### config.mk
export PLATFORM = sky130hd
export DESIGN_NAME = data_bus_arbiter
export DESIGN_NICKNAME = d
export VERILOG_FILES = /design/src/rtl/data_bus_arbiter.sv
export SDC_FILE = /design/constraint.sdc
export NUM_CORES = 1
export LEC_CHECK = 0
export ABC_AREA = 1
export BUFFER_PORTS_ARGS = -buffer_cell sky130_fd_sc_hd__buf_2
export CORE_MARGIN = 1
export CORE_UTILIZATION = 52
export CTS_CLUSTER_SIZE = 24
export DETAILED_ROUTE_END_ITERATION = 7
export PLACE_DENSITY_LB_ADDON = 0.3
export SYNTH_ARGS = -nofsm -noshare
export SYNTH_HDL_FRONTEND = slang
export SYNTH_SLANG_ARGS = --single-unit
### constraint.sdc
create_clock -name clock -period 3.5 [get_ports clock]
set_input_delay 0.525 -clock clock [delete_from_list [all_inputs] [get_ports clock]]
set_output_delay 0.525 -clock clock [all_outputs]
set_load 0.005 [all_outputs]
### src/rtl/data_bus_arbiter.sv
`default_nettype none
// ============================================================================
// Module      : data_bus_arbiter
// Description : Two-master arbiter for the shared data bus. Registers the
//               winner's request, waits for bus_ready or a timeout, and returns
//               read data plus a one-cycle done pulse to the owner.
// Revision    : 1.0 - initial release
// ============================================================================
module data_bus_arbiter #(
    parameter int unsigned PRIORITY_MODE  = 0,
    parameter int unsigned TIMEOUT_CYCLES = 255
) (
    input  logic        clock,
    input  logic        reset,
    input  logic [31:0] m0_address,
    input  logic [31:0] m0_write_data,
    input  logic [2:0]  m0_format,
    input  logic        m0_read_enable,
    input  logic        m0_write_enable,
    output logic [31:0] m0_data_fetched,
    output logic        m0_done,
    output logic        m0_error,
    input  logic [31:0] m1_address,
    input  logic [31:0] m1_write_data,
    input  logic [2:0]  m1_format,
    input  logic        m1_read_enable,
    input  logic        m1_write_enable,
    output logic [31:0] m1_data_fetched,
    output logic        m1_done,
    output logic        m1_error,
    output logic [31:0] bus_address,
    output logic [31:0] bus_write_data,
    output logic [2:0]  bus_format,
    output logic        bus_read_enable,
    output logic        bus_write_enable,
    input  logic [31:0] bus_data_fetched,
    input  logic        bus_ready,
    output logic        bus_owner,
    output logic        bus_busy
);

    localparam logic [15:0] TIMEOUT_LIMIT = 16'(TIMEOUT_CYCLES);

    typedef enum logic [1:0] {
        IDLE = 2'd0,
        BUSY = 2'd1,
        DONE = 2'd2
    } state_t;

    state_t      state;
    state_t      state_next;
    logic        last_grant;
    logic [15:0] count;
    logic [15:0] count_inc;
    logic        m0_req;
    logic        m1_req;
    logic        any_req;
    logic        grant;
    logic        timeout_hit;

    always_comb begin
        m0_req      = m0_read_enable | m0_write_enable;
        m1_req      = m1_read_enable | m1_write_enable;
        any_req     = m0_req | m1_req;
        grant       = m1_req;
        if (m0_req && m1_req) begin
            grant = (PRIORITY_MODE == 0) ? ~last_grant : 1'b0;
        end
        count_inc   = count + 16'd1;
        timeout_hit = (TIMEOUT_CYCLES != 0) && (count_inc == TIMEOUT_LIMIT);
        state_next  = state;
        case (state)
            IDLE:    if (any_req) state_next = BUSY;
            BUSY:    if (bus_ready || timeout_hit) state_next = DONE;
            DONE:    state_next = IDLE;
            default: state_next = IDLE;
        endcase
    end

    always_ff @(posedge clock or negedge reset) begin
        if (!reset) begin
            state <= IDLE;
        end else begin
            state <= state_next;
        end
    end

    assign bus_busy = (state == BUSY);

    always_ff @(posedge clock or negedge reset) begin
        if (!reset) begin
            m0_data_fetched  <= 32'd0;
            m0_done          <= 1'b0;
            m0_error         <= 1'b0;
            m1_data_fetched  <= 32'd0;
            m1_done          <= 1'b0;
            m1_error         <= 1'b0;
            bus_address      <= 32'd0;
            bus_write_data   <= 32'd0;
            bus_format       <= 3'd0;
            bus_read_enable  <= 1'b0;
            bus_write_enable <= 1'b0;
            bus_owner        <= 1'b0;
            last_grant       <= 1'b1;
            count            <= 16'd0;
        end else begin
            m0_done <= 1'b0;
            m1_done <= 1'b0;
            case (state)
                IDLE: begin
                    if (any_req) begin
                        bus_owner <= grant;
                        count     <= 16'd0;
                        // A simultaneous read and write request is issued as a write.
                        if (grant) begin
                            bus_address      <= m1_address;
                            bus_write_data   <= m1_write_data;
                            bus_format       <= m1_format;
                            bus_write_enable <= m1_write_enable;
                            bus_read_enable  <= m1_read_enable & ~m1_write_enable;
                            m1_error         <= 1'b0;
                        end else begin
                            bus_address      <= m0_address;
                            bus_write_data   <= m0_write_data;
                            bus_format       <= m0_format;
                            bus_write_enable <= m0_write_enable;
                            bus_read_enable  <= m0_read_enable & ~m0_write_enable;
                            m0_error         <= 1'b0;
                        end
                    end
                end
                BUSY: begin
                    if (bus_ready) begin
                        bus_read_enable  <= 1'b0;
                        bus_write_enable <= 1'b0;
                        if (bus_owner) begin
                            m1_done <= 1'b1;
                            if (bus_read_enable) m1_data_fetched <= bus_data_fetched;
                        end else begin
                            m0_done <= 1'b1;
                            if (bus_read_enable) m0_data_fetched <= bus_data_fetched;
                        end
                    end else begin
                        count <= count_inc;
                        if (timeout_hit) begin
                            bus_read_enable  <= 1'b0;
                            bus_write_enable <= 1'b0;
                            if (bus_owner) begin
                                m1_done         <= 1'b1;
                                m1_error        <= 1'b1;
                                m1_data_fetched <= 32'd0;
                            end else begin
                                m0_done         <= 1'b1;
                                m0_error        <= 1'b1;
                                m0_data_fetched <= 32'd0;
                            end
                        end
                    end
                end
                DONE: begin
                    last_grant <= bus_owner;
                end
                default: ;
            endcase
        end
    end

endmodule
`default_nettype wire

==> out/results.tsv <==
stage	metric	value	unit
status	outcome	complete, no violations	
global_route	initial antenna violation count	3	
die	core area	13900	um^2
min_path	Worst Hold Class	in2async	
clock_tree	Root Buffer	clkbuf_16	
clock_tree	CTS tree	built	
placed_design	Inst Count DP	1384	
setup_path	critical-path cell list	ha_1 -> nand2_2 -> nor2_4 -> nand2_1 -> nand2_1 -> nand3_1 -> nor2_1 -> nand2_1 -> nor2_2 -> nand2_2 -> nand2_4 -> nand3_2 -> nand2_1 -> nand2_1	
setup_path	Slowest-stage cell, CP	nand3_2	
global_route	first-pass GRT wire length	35.6	mm
synthesis	most instantiated cells after synthesis	nand2_1, dfrtp_1, a21oi_1	
clock_tree	CTS H-tree depth	4	
drt	DR WL/cell	15.9	um
setup_path	element type at the critical path start	register	
timing	RSZ-0062 raised after global routing	false	
timing	Slew Limit Fails	0	
clock_tree	Clock Pin Slew Worst Setup and Hold Paths	60	ps
synthesis	Synth Area per Inst	7.91	um^2
die	die area	14800	um^2
finish	share of cells above drive strength 1	0.303	
synthesis	cell taking the most area after synthesis	dfrtp_1	
drt	first-iteration detailed-routing DRC count	680	
timing	final clock skew	9.63	ps
finish	fillcell total	1174	
setup_path	CP required	3810	ps
clock_tree	TritonCTS buffer count	17	
finish	Final nets	1398	
synthesis	cell count after synthesis	942	
synthesis	Synth area leaders	dfrtp_1, nand2_1, a21oi_1	
placed_design	dpl ws	654	ps
power_and_ir_drop	Pwr Total	8.02	mW
timing	Final TNS setup	0	ps
die	row cnt	43	
synthesis	Yosys top cell area share	0.524	
synthesis	asr flop ratio synth	1.00	
setup_path	crit end category	register	
synthesis	FF+latch count, synth	157	
die	Starting Density	0.535	
clock_tree	Post-CTS Setup Inserts	0	
setup_path	RR Startpoint	count[1]	
timing	fin crit share	0.817	
drt	DRC	0	
setup_path	Crit Path Category	reg2reg	
finish	multi-input logic area	3030	um^2
placed_design	I/O Buffers	311	
drt	DRT Pass-1 Iters	5	
timing	final setup violation count	0	
finish	area growth from synthesis to layout	30.8	%
power_and_ir_drop	Static Leakage	5.27	nW
timing	final hold vios	0	
drt	final wirelength	22.6	mm
setup_path	Worst Setup SP	count[1]	
global_route	via count of the first global-routing pass	7265	
setup_path	Crit Path Max Fanout	32	
setup_path	CP most frequent cell	nand2_1	
synthesis	dominant synthesized flop cell	dfrtp_1	
drt	Final ANT Viol Nets	0	
clock_tree	Resized cells post-CTS	0	
synthesis	Ys Warns	0	
timing	final worst setup slack	639	ps
global_route	GRT overflow	0	
power_and_ir_drop	Max rail drop VDD	506	uV
synthesis	post-synth net total	1117	
timing	worst slew pin tran	796	ps
synthesis	Mapped Area	7450	um^2
die	# IOs	312	
timing	Period minus WS final	2860	ps
clock_tree	Post-CTS Hold Buffers	0	
synthesis	Cell variety after synth	33	
placed_design	GP Congestion	0.898	
clock_tree	Longest Clk Path Bufs	2	
die	Die X	122	um
setup_path	Critical Path Max Stage Delay	590	ps
synthesis	count leader, synth	nand2_1	
setup_path	worst path arrival time	3170	ps
setup_path	CP bufs+invs	0	
synthesis	register area share after synthesis	0.528	
drt	vias per cell	5.38	
synthesis	Post-synth EDFFs	0	
power_and_ir_drop	power density over cell area	823	nW/um^2
clock_tree	Clock Sinks	157	
finish	Non-Filler Instances	1421	
global_route	largest net degree at the start of global routing	71	
die	Die Ht	122	um
timing	relative slew slack	0.469	
finish	final core utilization	0.699	
placed_design	DP HPWL	15.3	mm
drt	Via Count	7638	
finish	register area	3930	um^2
clock_tree	clk_lat worst skew	420	ps
run	Max-Cap Viols	0	
timing	Peak Freq	0.350	GHz
global_route	GR Util All Layers	0.311	
setup_path	cell family with most CP delay	simple AND/OR/NAND/NOR gates	
[per-layer routing]
metal / up-vias / GRT usage / share of wire
met3: 45 / 0.0899 / 0.087
met1: 3583 / 0.396 / 0.39
met5: - / 0 / 0
met4: 0 / 0.127 / 0.028
li1: 3651 / - / -
met2: 359 / 0.497 / 0.49
[logic make-up after synthesis]
| logic type | share of synthesized area |
|---|---|
| compound gates | 0.111 |
| simple gates | 0.286 |
| flops | 0.528 |
| buf+inv | 0.0694 |
| fa+ha+maj | 0.00336 |
| xor+xnor | 0.00235 |
[report_power, final]
part           internal [mW]  leakage [nW]  switching (mW)
clock network           1.25         0.308           0.735
registers               2.57          1.94           0.425
logic                   1.16          3.02            1.87
[final timing paths]
| check | endpoint | slack, ps | cells past startpoint |
|---|---|---|---|
| worst max-delay path | m1_data_fetched[20] | 640 | 14 |
| worst min-delay path | m0_data_fetched[30] | 70 | 1 |
| worst max register to register | m1_data_fetched[20] | 640 | 14 |
| worst min register to register | m0_data_fetched[21] | 470 | 2 |
| max in group asynchronous | bus_write_data[31] | 2500 | 2 |
| min in group clock | bus_address[12] | 340 | 3 |
[cells in the final DEF (no fill, tap or decap), types with 2 or more instances in the layout]
master	netlist	final
inv_2	2	2
nand2_2	2	2
nand4_1	70	70
inv_1	59	59
buf_2	8	310
nand3_2	3	3
bufinv_16	0	4
dfrtp_1	156	156
nand3_1	19	19
nor2_4	3	3
clkinv_4	0	3
o21ai_1	3	2
nor3_1	3	3
ha_1	2	2
buf_12	0	2
nor2_2	6	8
a21oi_1	138	137
clkbuf_8	0	3
diode_2	0	5
nand2_1	295	295
o21ai_0	15	15
clkbuf_16	0	17
buf_4	1	10
o22ai_1	3	3
nor2_1	92	90
clkbuf_1	46	3
[per-stage QoR]
| stage | hold WS, ps | instance area (um^2) |
|---|---|---|
| floorplan | 229 | 7450 |
| global placement | 450 | 9100 |
| detailed placement | 454 | 9100 |
| CTS | 85.3 | 9730 |
| global route | 101 | 9740 |
| finish | 71.0 | 9750 |
[final cells by class]
cell class,count,share of cell area
inverter,62,0.0239
timing repair buffer,323,0.172
clock inverter,9,0.0163
tap,180,0.0231
antenna,5,0.00128
sequential,157,0.403
clock buffer,23,0.0490
multi-input combinational,662,0.311
[flip-flops by register name, indices dropped and copies added, names as in the netlist]
| signal | cells |
|---|---|
| bus_address | 32 |
| bus_read_enable | 1 |
| m1_done | 1 |
| state | 2 |
| bus_owner | 1 |
| m0_error | 1 |
| bus_write_data | 32 |
| m1_error | 1 |
| bus_format | 3 |
| last_grant | 1 |
| bus_write_enable | 1 |
| count | 16 |
| m0_data_fetched | 32 |
| m1_data_fetched | 32 |
| m0_done | 1 |
Power figures use the tool's default switching activity.
